==> src/rtl/axis_slave_writer.sv <==
// AXI4-Stream slave: writes one armed frame (at most NUM_WORDS beats) into a word buffer.
// Latency: write port 1 cycle after each beat. Backpressure: tready is high only while receiving.
module axis_slave_writer #(
    parameter int DATA_WIDTH  = 32,
    parameter int NUM_WORDS   = 8,
    parameter int INDEX_WIDTH = 4
) (
    input  logic                   aclk,
    input  logic                   areset,
    input  logic                   enable,
    input  logic [DATA_WIDTH-1:0]  s_axis_tdata,
    input  logic                   s_axis_tvalid,
    input  logic                   s_axis_tlast,
    output logic                   s_axis_tready,
    output logic                   wr_en,
    output logic [INDEX_WIDTH-1:0] wr_index,
    output logic [DATA_WIDTH-1:0]  wr_data,
    output logic [INDEX_WIDTH-1:0] count,
    output logic                   busy,
    output logic                   done,
    output logic                   err_tlast
);

    localparam logic [INDEX_WIDTH-1:0] LAST_IDX = INDEX_WIDTH'(NUM_WORDS - 1);

    typedef enum logic [1:0] {
        IDLE = 2'd0,
        RECV = 2'd1,
        DONE = 2'd2
    } state_t;

    state_t                 state_q, state_d;
    logic                   enable_d_q, enable_d_d;
    logic                   tready_q, tready_d;
    logic                   wr_en_q, wr_en_d;
    logic [INDEX_WIDTH-1:0] wr_index_q, wr_index_d;
    logic [DATA_WIDTH-1:0]  wr_data_q, wr_data_d;
    logic [INDEX_WIDTH-1:0] count_q, count_d;
    logic                   busy_q, busy_d;
    logic                   done_q, done_d;
    logic                   err_q, err_d;

    logic start;
    logic beat;
    logic at_last;

    assign start   = enable && !enable_d_q;
    assign beat    = s_axis_tvalid && tready_q;
    assign at_last = (count_q == LAST_IDX);

    always_comb begin
        state_d    = state_q;
        enable_d_d = enable;
        tready_d   = tready_q;
        wr_en_d    = 1'b0;
        wr_index_d = wr_index_q;
        wr_data_d  = wr_data_q;
        count_d    = count_q;
        busy_d     = busy_q;
        done_d     = 1'b0;
        err_d      = err_q;

        unique case (state_q)
            IDLE: begin
                if (start) begin
                    state_d  = RECV;
                    count_d  = '0;
                    err_d    = 1'b0;
                    tready_d = 1'b1;
                    busy_d   = 1'b1;
                end
            end
            RECV: begin
                if (beat) begin
                    wr_en_d    = 1'b1;
                    wr_index_d = count_q;
                    wr_data_d  = s_axis_tdata;
                    count_d    = count_q + 1'b1;
                    if (s_axis_tlast || at_last) begin
                        // done is registered alongside the final write strobe
                        state_d  = DONE;
                        tready_d = 1'b0;
                        busy_d   = 1'b0;
                        done_d   = 1'b1;
                        if (at_last && !s_axis_tlast) begin
                            err_d = 1'b1;
                        end
                    end
                end
            end
            DONE: begin
                state_d = IDLE;
            end
            default: begin
                state_d  = IDLE;
                tready_d = 1'b0;
                busy_d   = 1'b0;
            end
        endcase
    end

    always_ff @(posedge aclk or posedge areset) begin
        if (areset) begin
            state_q    <= IDLE;
            enable_d_q <= 1'b0;
            tready_q   <= 1'b0;
            wr_en_q    <= 1'b0;
            wr_index_q <= '0;
            wr_data_q  <= '0;
            count_q    <= '0;
            busy_q     <= 1'b0;
            done_q     <= 1'b0;
            err_q      <= 1'b0;
        end else begin
            state_q    <= state_d;
            enable_d_q <= enable_d_d;
            tready_q   <= tready_d;
            wr_en_q    <= wr_en_d;
            wr_index_q <= wr_index_d;
            wr_data_q  <= wr_data_d;
            count_q    <= count_d;
            busy_q     <= busy_d;
            done_q     <= done_d;
            err_q      <= err_d;
        end
    end

    assign s_axis_tready = tready_q;
    assign wr_en         = wr_en_q;
    assign wr_index      = wr_index_q;
    assign wr_data       = wr_data_q;
    assign count         = count_q;
    assign busy          = busy_q;
    assign done          = done_q;
    assign err_tlast     = err_q;

endmodule

==> config.mk <==
export PLATFORM = sky130hd
export DESIGN_NAME = axis_slave_writer
export DESIGN_NICKNAME = d
export VERILOG_FILES = /design/src/rtl/axis_slave_writer.sv
export SDC_FILE = /design/constraint.sdc
export NUM_CORES = 1
export LEC_CHECK = 0
export ABC_AREA = 0
export BUFFER_PORTS_ARGS = -buffer_cell sky130_fd_sc_hd__buf_4
export CAP_MARGIN = 40
export CELL_PAD_IN_SITES_DETAIL_PLACEMENT = 1
export CELL_PAD_IN_SITES_GLOBAL_PLACEMENT = 2
export CORE_MARGIN = 2
export CORE_UTILIZATION = 26
export DETAILED_ROUTE_END_ITERATION = 12
export GPL_TIMING_DRIVEN = 0
export HOLD_SLACK_MARGIN = 0.1
export PLACE_DENSITY = 0.75
export SLEW_MARGIN = 10
export SYNTH_ARGS = -nofsm -noshare
export SYNTH_HDL_FRONTEND = slang
export SYNTH_SLANG_ARGS = --single-unit
==> constraint.sdc <==
create_clock -name aclk -period 1.7 [get_ports aclk]
set_input_delay 0.17 -clock aclk [delete_from_list [all_inputs] [get_ports aclk]]
set_output_delay 0.17 -clock aclk [all_outputs]
set_load 0.02 [all_outputs]
==> results.ini, run 1 <==
[outcome]
outcome = finished clean

[layout]
layout_common_cells = nand2_1, buf_4, dfrtp_1
final_cells = 414
final_common_cell = nand2_1
areaGrowthSynthToFinish_pct = 64.9
drive_gt1_share_pct = 30.2
utilization_pct = 44.2
fin_nets = 357
antenna_cells = 0

[logic_synthesis]
avgSynthCellArea_sq_um = 9.38
syn_nets = 232
yosysTopAreaCell = dfrtp_1
syn-cell-area_sq_um = 1820
synthTopCellsByArea = dfrtp_1, nand2_1, buf_2
ys_types = 21
yosysSeqAreaShare_pct = 64.6
synth_seq_cells = 47
synth_top_area_share_pct = 64.6
yosysWarnings = 0
syn_inst = 194

[worst_setup_path]
startpoint_type = flop
worstPathCellList = nand4b_2 > clkbuf_1 > o31ai_1
cp-end-kind = flop
ff2ff_path_depth = 3
critPathKind = flop to flop
cp_data_arrival_time_ns = 1.60
slowest_stage = dfrtp_1
max_stage_delay_ns = 0.42
cp_data_required_time_ns = 1.90
cp_max_fo = 10

[sta]
relSlewSlack_pct = 64.2
fin_skew_ns = 0.00270
period_minus_slack_ns = 1.40
fmax_mhz = 712
rsz0062_at_grt = no
finalSetupViolCount = 0
fin_crit_sh_pct = 82.6
hold_viol_final = 0
drv_slew = 0
tightest_slew_ns = 0.529

[global_route]
grt_pass1_vias = 1727
gr-total-overflow = 0
grt_antenna_before_repair = 0
grt_pass1_wl_um = 8000
grt_use_total_pct = 13.4
grt_max_degree = 33

[detailed_routing]
drt-initial-drc-count = 47
via_per_inst = 4.10
routedWlPerCell_um = 11.9
vias = 1699
drtPass1Iterations = 4
drc = 0
ant_nets = 0
route.final.wire_length_um = 4950

[floorplan]
initial_utilization_pct = 26.8
dieArea_sq_um = 7690
die_h_um = 87.7
io_pins = 82
coreArea_sq_um = 6790
rows = 30
die_w_um = 87.7

[clock_tree]
clk_pin_slew_worst_paths_ns = 0.08
htreeDepth = 2
cts-buffers-inserted = 5
cts.sinks = 47
clock_path_buffers = 2
clock_latency_ns = 0.29
cts_tree = yes
root_buffer = clkbuf_8

[placement]
portBuffers = 81
dp.cells = 372
gp_congestion = 0.664
dp_hpwl_um = 3380

[power_and_ir_drop]
power.leakage_nw = 1.62
peakVddDrop_uv = 451
powerDensity_nw_per_um2 = 1490

[hold_path]
hold_class = input pin to async pin

[run]
maxCapViolations = 0

## worst max-delay path, delay by kind of cell, from the launching register on
family | cells | cell delay [ns]
AO/OA/AOI/OAI | 1 | 0.29
buffers and inverters | 1 | 0.28
flip-flops | 1 | 0.42
AND/OR/NAND/NOR | 1 | 0.31
## synthesized netlist by cell type
cell / count
o31ai_1: 1
o21ai_0: 3
nand2_1: 114
mux2i_1: 1
buf_4: 1
nand3_1: 3
a41oi_2: 1
nor4b_1: 1
ha_1: 1
nand2b_1: 1
nand4b_2: 1
or3_1: 1
a21oi_1: 2
and2_1: 2
dfrtp_1: 47
inv_1: 3
buf_2: 4
or4b_4: 1
a31oi_1: 1
clkbuf_1: 4
nand3b_1: 1
## final cells by class
class / count / area [sq um]
tap: 96 / 120
sequential: 47 / 1180
buffer: 9 / 42.5
clock buffer: 6 / 72.6
multi-input combinational: 135 / 591
inverter: 3 / 11.3
timing repair buffer: 118 / 988
fill: 787 / 3790
## kinds of logic after synthesis
family / after synthesis / share of synthesized area (%)
buffers and inverters: 12 / 2.96
DFF: 47 / 64.6
adders and majority gates: 1 / 0.687
and+or+nand+nor: 125 / 28.2
AOI/OAI and AO/OA: 8 / 3.02
muxes: 1 / 0.550
## power breakdown
group	total, mW	internal [mW]	switching [mW]
Clock	0.616	0.275	0.341
Combinational	2.04	0.886	1.16
Sequential	1.81	1.55	0.267
Total	4.47	2.71	1.76
## path summary, 6_finish.rpt
| path | start | endpoint | slack (ns) |
|---|---|---|---|
| setup reg to reg | state_q[1]$_DFFE_PP0P_ | err_tlast$_DFFE_PP0P_ | 0.30 |
| min in group aclk | wr_data[31]$_DFFE_PP0P_ | wr_data[31]$_DFFE_PP0P_ | 0.48 |
| hold reg to reg | wr_data[31]$_DFFE_PP0P_ | wr_data[31]$_DFFE_PP0P_ | 0.48 |
| setup / recovery | state_q[1]$_DFFE_PP0P_ | err_tlast$_DFFE_PP0P_ | 0.30 |
| hold / removal | areset | wr_data[19]$_DFFE_PP0P_ | 0.44 |
| max in group asynchronous | areset | wr_index[1]$_DFFE_PP0P_ | 0.77 |
## routing by layer
layer  vias up  wire (um)  global-route usage (%)
li1        848          -                       -
met1       797       2170                    16.6
met2        48       2530                    23.0
met3         6        204                    3.39
met4         0         42                    3.78
met5         -          0                       0
## metrics by stage
step	total power, mW	hold WS (ns)	setup TNS, ns	instance area [sq um]	setup WS [ns]
CTS	4.56	0.432	0	3000	0.249
global placement	3.80	0.300	-17.21	2550	-0.368
global route	4.82	0.462	0	3000	0.133
detailed placement	3.86	0.180	0	2570	0.255
finish	4.47	0.439	0	3000	0.296
floorplan	2.90	0.201	0	1820	0.414
## state kept, by name, summed over array words and instances, names as in the netlist
| signal | count |
|---|---|
| state_q | 2 |
| enable_d_q | 1 |
| done | 1 |
| wr_index | 4 |
| wr_en | 1 |
| err_tlast | 1 |
| count | 4 |
| busy | 1 |
| wr_data | 32 |
## timing repair
action / CTS / global route
setup buffers: 0 / 0
hold buffers: 36 / 0
resized for setup: 0 / 0
endpoints found under the hold margin: 50 / 0
(Power assumes the default switching activity.)
==> inputs of run 2 (changes only) <==
Clock period 1.7 ns to 1.47 ns, I/O delays scaled along.
==> run 2 against run 1 <==
Against the previous run: final area up 0.63%; clock power up 16%; register-to-register slack worse by 0.22 ns; first-iteration DRC count unchanged; combinational power up 17%; cell count unchanged; utilization up 0.28 points; global-route usage unchanged; die area unchanged.
==> results.ini, run 2 (synthesized netlist as in run 1, its figures left out) <==
[outcome]
outcome = finished clean  ; unchanged

[worst_setup_path]
critPathBufInv = 0  ; was 1
worstReg2RegStart = state_q[0]$_DFFE_PP0P_  ; was state_q[1]$_DFFE_PP0P_
slowest_stage = or4b_4  ; was dfrtp_1
worstPathCellList = or4b_4 > nand3_1 > o21ai_0  ; was nand4b_2 > clkbuf_1 > o31ai_1
max_stage_delay_ns = 0.61  ; was 0.42 ns
crit_family = simple AND/OR/NAND/NOR gates  ; was flip-flops
cp-end-kind = flop  ; unchanged
cp_data_arrival_time_ns = 1.55  ; was 1.60 ns
reg2reg_setup_slack_ns = 0.08  ; was 0.30 ns
cp_data_required_time_ns = 1.63  ; was 1.90 ns
cp_max_fo = 6  ; was 10
critPathKind = flop to flop  ; unchanged
rr_endpoint = count[0]$_DFFE_PP0P_  ; was err_tlast$_DFFE_PP0P_
ff2ff_path_depth = 3  ; unchanged
startpoint_type = flop  ; unchanged

[placement]
gp_congestion = 0.664  ; unchanged
post_dp_cell_area_sq_um = 2570  ; unchanged
portBuffers = 81  ; unchanged
pre_cts_ws_ns = 0.0252  ; was 0.255 ns
dp_hpwl_um = 3380  ; unchanged

[sta]
fin_ws_ns = 0.0800  ; was 0.296 ns
tightest_slew_ns = 0.473  ; was 0.529 ns
fmax_mhz = 719  ; was 712 MHz
tns_ns = 0  ; unchanged
period_minus_slack_ns = 1.39  ; was 1.40 ns
fin_skew_ns = 0.00275  ; was 0.00270 ns
rsz0062_at_grt = no  ; unchanged
hold_viol_final = 0  ; unchanged
finalSetupViolCount = 0  ; unchanged
whs_ns = 0.415  ; was 0.439 ns
fin_crit_sh_pct = 94.6  ; was 82.6%
relSlewSlack_pct = 68.5  ; was 64.2%
drv_slew = 0  ; unchanged

[layout]
multiInputGateArea_sq_um = 606  ; was 591 sq um
final_common_cell = nand2_1  ; unchanged
layout_common_cells = nand2_1, buf_4, dfrtp_1  ; unchanged
areaGrowthSynthToFinish_pct = 65.9  ; was 64.9%
final_area_sq_um = 3020  ; was 3000 sq um
regArea_sq_um = 1180  ; unchanged
antenna_cells = 0  ; unchanged
drive_gt1_share_pct = 31.1  ; was 30.2%
fin_nets = 357  ; unchanged
fillers = 783  ; was 787
largest_reg_flops = 32  ; unchanged
utilization_pct = 44.5  ; was 44.2%

[clock_tree]
clk_pin_slew_worst_paths_ns = 0.08  ; about the same
htreeDepth = 2  ; unchanged
root_buffer = clkbuf_8  ; unchanged
cts-buffers-inserted = 5  ; unchanged
cts_tree = yes  ; unchanged
clock_path_buffers = 2  ; unchanged
postCtsSetupRepairBufs = 0  ; unchanged
cts.sinks = 47  ; unchanged
clock_latency_ns = 0.29  ; about the same

[run]
maxCapViolations = 0  ; unchanged

[detailed_routing]
drt-initial-drc-count = 47  ; unchanged
routedWlPerCell_um = 11.9  ; about the same
via_per_inst = 4.09  ; was 4.10
drtPass1Iterations = 4  ; unchanged
route.final.wire_length_um = 4930  ; was 4950 um
vias = 1692  ; was 1699
ant_nets = 0  ; unchanged
drc = 0  ; unchanged

[global_route]
grt_pass1_wl_um = 8000  ; unchanged
grt_max_degree = 33  ; unchanged
grt_use_total_pct = 13.4  ; unchanged
grt_pass1_vias = 1727  ; unchanged
grt_antenna_before_repair = 0  ; unchanged
gr-total-overflow = 0  ; unchanged

[power_and_ir_drop]
power.leakage_nw = 1.63  ; was 1.62 nW
powerDensity_nw_per_um2 = 1720  ; was 1490 nW/um^2
peakVddDrop_uv = 535  ; was 451 uV

[floorplan]
io_pins = 82  ; unchanged
rows = 30  ; unchanged
dieArea_sq_um = 7690  ; unchanged
die_w_um = 87.7  ; unchanged
coreArea_sq_um = 6790  ; unchanged
die_h_um = 87.7  ; unchanged
initial_utilization_pct = 26.8  ; unchanged

[hold_path]
hold_class = input pin to async pin  ; unchanged

-- run 2: routing by layer --
layer  GRT usage [%]  vias up  share of wire (%)  routed length [um]
met3            3.39        7                4.1                 204
li1                -      849                  -                   -
met5               0        -                  0                   0
met1            16.6      790                 44                2160
met2            23.0       46                 51                2510
met4            3.78        0                1.2                  59
-- run 2: what timing repair did --
item | 4_1_cts | 5_1_grt
hold endpoints to repair | 51 | 0
endpoints found under the setup margin | 0 | 43
resized for setup | 0 | 7
hold buffers | 36 | 0
-- run 2: worst reg2reg max path, stage by stage (launching register included) --
cell     delay (ns)
dfrtp_1        0.47
or4b_4         0.61
nand3_1        0.10
o21ai_0        0.08
-- run 2: worst max path at each step --
stage                                      start                 endpoint  slack (ns)  cells after the start
final                     state_q[0]$_DFFE_PP0P_     count[0]$_DFFE_PP0P_        0.08                      3
after global routing               s_axis_tvalid  wr_data[14]$_DFFE_PP0P_       0.002                      6
after CTS                 state_q[1]$_DFFE_PP0P_   state_q[1]$_DFFE_PP0P_        0.02                      4
after detailed placement  state_q[1]$_DFFE_PP0P_    err_tlast$_DFFE_PP0P_        0.03                      3
after global placement                    areset   wr_data[2]$_DFFE_PP0P_       -0.57                      2
after floorplan           state_q[0]$_DFFE_PP0P_     count[0]$_DFFE_PP0P_        0.20                      3
-- run 2: where the power goes --
group	leakage (nW)	internal (mW)	total [mW]	switching, mW
clock network	0.0371	0.318	0.713	0.395
registers	0.602	1.79	2.11	0.321
logic	0.988	1.04	2.38	1.34
total	1.63	3.14	5.20	2.06
-- run 2: metrics by stage --
stage / instances / power, mW
after global routing: 414 / 5.60
after floorplan: 194 / 3.36
after global placement: 371 / 4.40
after detailed placement: 372 / 4.46
final: 414 / 5.20
after CTS: 414 / 5.27
-- run 2: layout make-up --
cell class	instances	share of cell area, %
Sequential cell	47	38.9
Tap cell	96	3.98
Clock buffer	6	2.40
Timing Repair Buffer	118	32.7
Multi-Input combinational cell	135	20.0
Buffer	9	1.53
Inverter	3	0.373
==> inputs of run 3 (changes only) <==
Settings changed: CORE_ASPECT_RATIO set to 0.6.
==> run 3 against run 2 <==
Against the previous run: count of clock-buffer cells in the layout grew 1; utilization up 1.4 points; first-iteration DRC count rose by 36%; sequential cell count stayed put; via count is 0.18% higher; non-clock buffer count did not move; sequential power is essentially flat; power grew 8.3%; highest routed layer unchanged.
==> results.ini, run 3 (synthesized netlist as in run 1, its figures left out) <==
[floorplan]
rows = 23  ; was 30
dieArea_sq_um = 7710  ; was 7690 sq um
io_pins = 82  ; unchanged
die_h_um = 68.8  ; was 87.7 um
die_w_um = 112  ; was 87.7 um
initial_utilization_pct = 27.0  ; was 26.8%
coreArea_sq_um = 6730  ; was 6790 sq um

[power_and_ir_drop]
peakVddDrop_uv = 727  ; was 535 uV
power.leakage_nw = 1.66  ; was 1.63 nW
sequentialPowerShare_pct = 37.9  ; was 40.5%
powerDensity_nw_per_um2 = 1830  ; was 1720 nW/um^2
comb_power_share_pct = 43.0  ; was 45.7%
power.share.clock_pct = 19.1  ; was 13.7%
p_sw_share_pct = 38.4  ; was 39.5%
power_switching_mw = 2.16  ; was 2.06 mW
p_int_mw = 3.47  ; was 3.14 mW

[placement]
portBuffers = 81  ; unchanged
post_dp_cell_area_sq_um = 2560  ; was 2570 sq um
dp_hpwl_um = 3750  ; was 3380 um
gp_congestion = 0.731  ; was 0.664

[layout]
antenna_cells = 0  ; unchanged
areaGrowthSynthToFinish_pct = 69.5  ; was 65.9%
largest_reg_flops = 32  ; unchanged
drive_gt1_share_pct = 32.2  ; was 31.1%
layout_common_cells = nand2_1, buf_4, dfrtp_1  ; unchanged
final_area_sq_um = 3090  ; was 3020 sq um
fin_nets = 357  ; unchanged
utilization_pct = 45.8  ; was 44.5%
final_common_cell = nand2_1  ; unchanged

[clock_tree]
root_buffer = clkbuf_16  ; was clkbuf_8
htreeDepth = 2  ; unchanged
cts-buffers-inserted = 5  ; unchanged
cts_tree = yes  ; unchanged
clock_path_buffers = 2  ; unchanged
cts.sinks = 47  ; unchanged
clk_pin_slew_worst_paths_ns = 0.06  ; was 0.08 ns
clock_latency_ns = 0.28  ; was 0.29 ns

[worst_setup_path]
startpoint_type = flop  ; unchanged
cp_max_fo = 6  ; unchanged
rr_endpoint = count[0]$_DFFE_PP0P_  ; unchanged
cp-end-kind = flop  ; unchanged
critPathKind = flop to flop  ; unchanged
cp_data_required_time_ns = 1.63  ; about the same
reg2reg_setup_slack_ns = 0.07  ; was 0.08 ns
ff2ff_path_depth = 3  ; unchanged
worstReg2RegStart = state_q[0]$_DFFE_PP0P_  ; unchanged
cp_data_arrival_time_ns = 1.56  ; was 1.55 ns

[sta]
fin_skew_ns = 0.00414  ; was 0.00275 ns
fmax_mhz = 713  ; was 719 MHz
tns_ns = 0  ; unchanged
finalSetupViolCount = 0  ; unchanged
rsz0062_at_grt = no  ; unchanged
fin_crit_sh_pct = 95.3  ; was 94.6%
period_minus_slack_ns = 1.40  ; was 1.39 ns
relSlewSlack_pct = 63.7  ; was 68.5%
hold_viol_final = 0  ; unchanged
tightest_slew_ns = 0.543  ; was 0.473 ns
drv_slew = 0  ; unchanged

[global_route]
grt_pass1_wl_um = 8780  ; was 8000 um
grt_pass1_vias = 1764  ; was 1727
gr-total-overflow = 0  ; unchanged
grt_use_total_pct = 14.5  ; was 13.4%
grt_antenna_before_repair = 0  ; unchanged
grt_max_degree = 25  ; was 33

[detailed_routing]
routedWlPerCell_um = 13.1  ; was 11.9 um
drtPass1Iterations = 4  ; unchanged
ant_nets = 0  ; unchanged
via_per_inst = 4.16  ; was 4.09
vias = 1695  ; was 1692
drt-initial-drc-count = 64  ; was 47
route.final.wire_length_um = 5330  ; was 4930 um
drc = 0  ; unchanged

[hold_path]
holdCritStartpoint = wr_data[20]$_DFFE_PP0P_
hold_end = wr_data[20]$_DFFE_PP0P_
hold_class = flop to flop  ; was input pin to async pin
hold_depth = 2

[run]
maxCapViolations = 0  ; unchanged

[outcome]
outcome = finished clean  ; unchanged

-- run 3: changes by cell type in the layout (fill, tap and decap cells not counted), moves of 2 or more --
cell | previous run | this run
clkbuf_4 | 1 | 4
clkbuf_8 | 5 | 0
clkbuf_2 | 1 | 3
buf_2 | 3 | 1
clkbuf_16 | 0 | 5
-- run 3: repair_timing --
item | in CTS | in global routing
endpoints found under the hold margin | 58 | 0
resized for setup | 0 | 16
endpoints found under the setup margin | 0 | 44
setup buffers | 0 | 0
hold buffers | 36 | 0
-- run 3: final cells by class --
| class | instances | area (sq um) |
|---|---|---|
| Multi-Input combinational cell | 135 | 606 |
| Buffer | 9 | 57.6 |
| Clock inverter | 1 | 5.00 |
| Inverter | 3 | 11.3 |
| Fill cell | 786 | 3650 |
| Timing Repair Buffer | 118 | 988 |
| Sequential cell | 47 | 1180 |
| Clock buffer | 7 | 133 |
| Tap cell | 87 | 109 |
-- run 3: metrics by stage --
stage	total power [mW]	setup WS [ns]	cells	hold slack (ns)
after global placement	4.44	-0.567	362	0.273
after global routing	6.07	0.0198	407	0.500
after floorplan	3.36	0.196	194	0.178
after CTS	5.68	0.0255	407	0.481
after detailed placement	4.50	0.0466	363	0.243
final	5.63	0.0684	407	0.474
-- run 3: per-layer routing --
metal | up-vias | part of all wire, % | global-route usage [%] | routed length [um]
met1 | 785 | 49 | 19.8 | 2630
met2 | 53 | 44 | 23.3 | 2320
met5 | - | 0 | 0 | 0
met4 | 0 | 0.51 | 2.29 | 27
li1 | 853 | - | - | -
met3 | 4 | 6.5 | 4.81 | 347
-- run 3: worst max-delay path by stage --
stage,start,endpoint,slack [ns],cells past startpoint
2_1_floorplan,state_q[0]$_DFFE_PP0P_,count[0]$_DFFE_PP0P_,0.20,3
3_3_place_gp,areset,wr_data[31]$_DFFE_PP0P_,-0.57,2
3_5_place_dp,state_q[1]$_DFFE_PP0P_,wr_data[12]$_DFFE_PP0P_,0.05,5
4_1_cts,state_q[1]$_DFFE_PP0P_,wr_data[8]$_DFFE_PP0P_,0.03,5
5_1_grt,state_q[0]$_DFFE_PP0P_,count[0]$_DFFE_PP0P_,0.02,3
6_report,state_q[0]$_DFFE_PP0P_,count[0]$_DFFE_PP0P_,0.07,3
-- run 3: worst max-delay path, stage by stage (launching register included) --
cell	delay, ns
dfrtp_1	0.48
or4b_4	0.62
nand3_1	0.10
o21ai_0	0.07
-- run 3: power groups by stage --
stage	clock network, mW	registers [mW]	logic [mW]
after detailed placement	0	2.15	2.36
final	1.07	2.14	2.42
after CTS	1.12	2.13	2.44
after global routing	1.18	2.21	2.67
after global placement	0	2.12	2.31
after floorplan	0	2.68	0.677
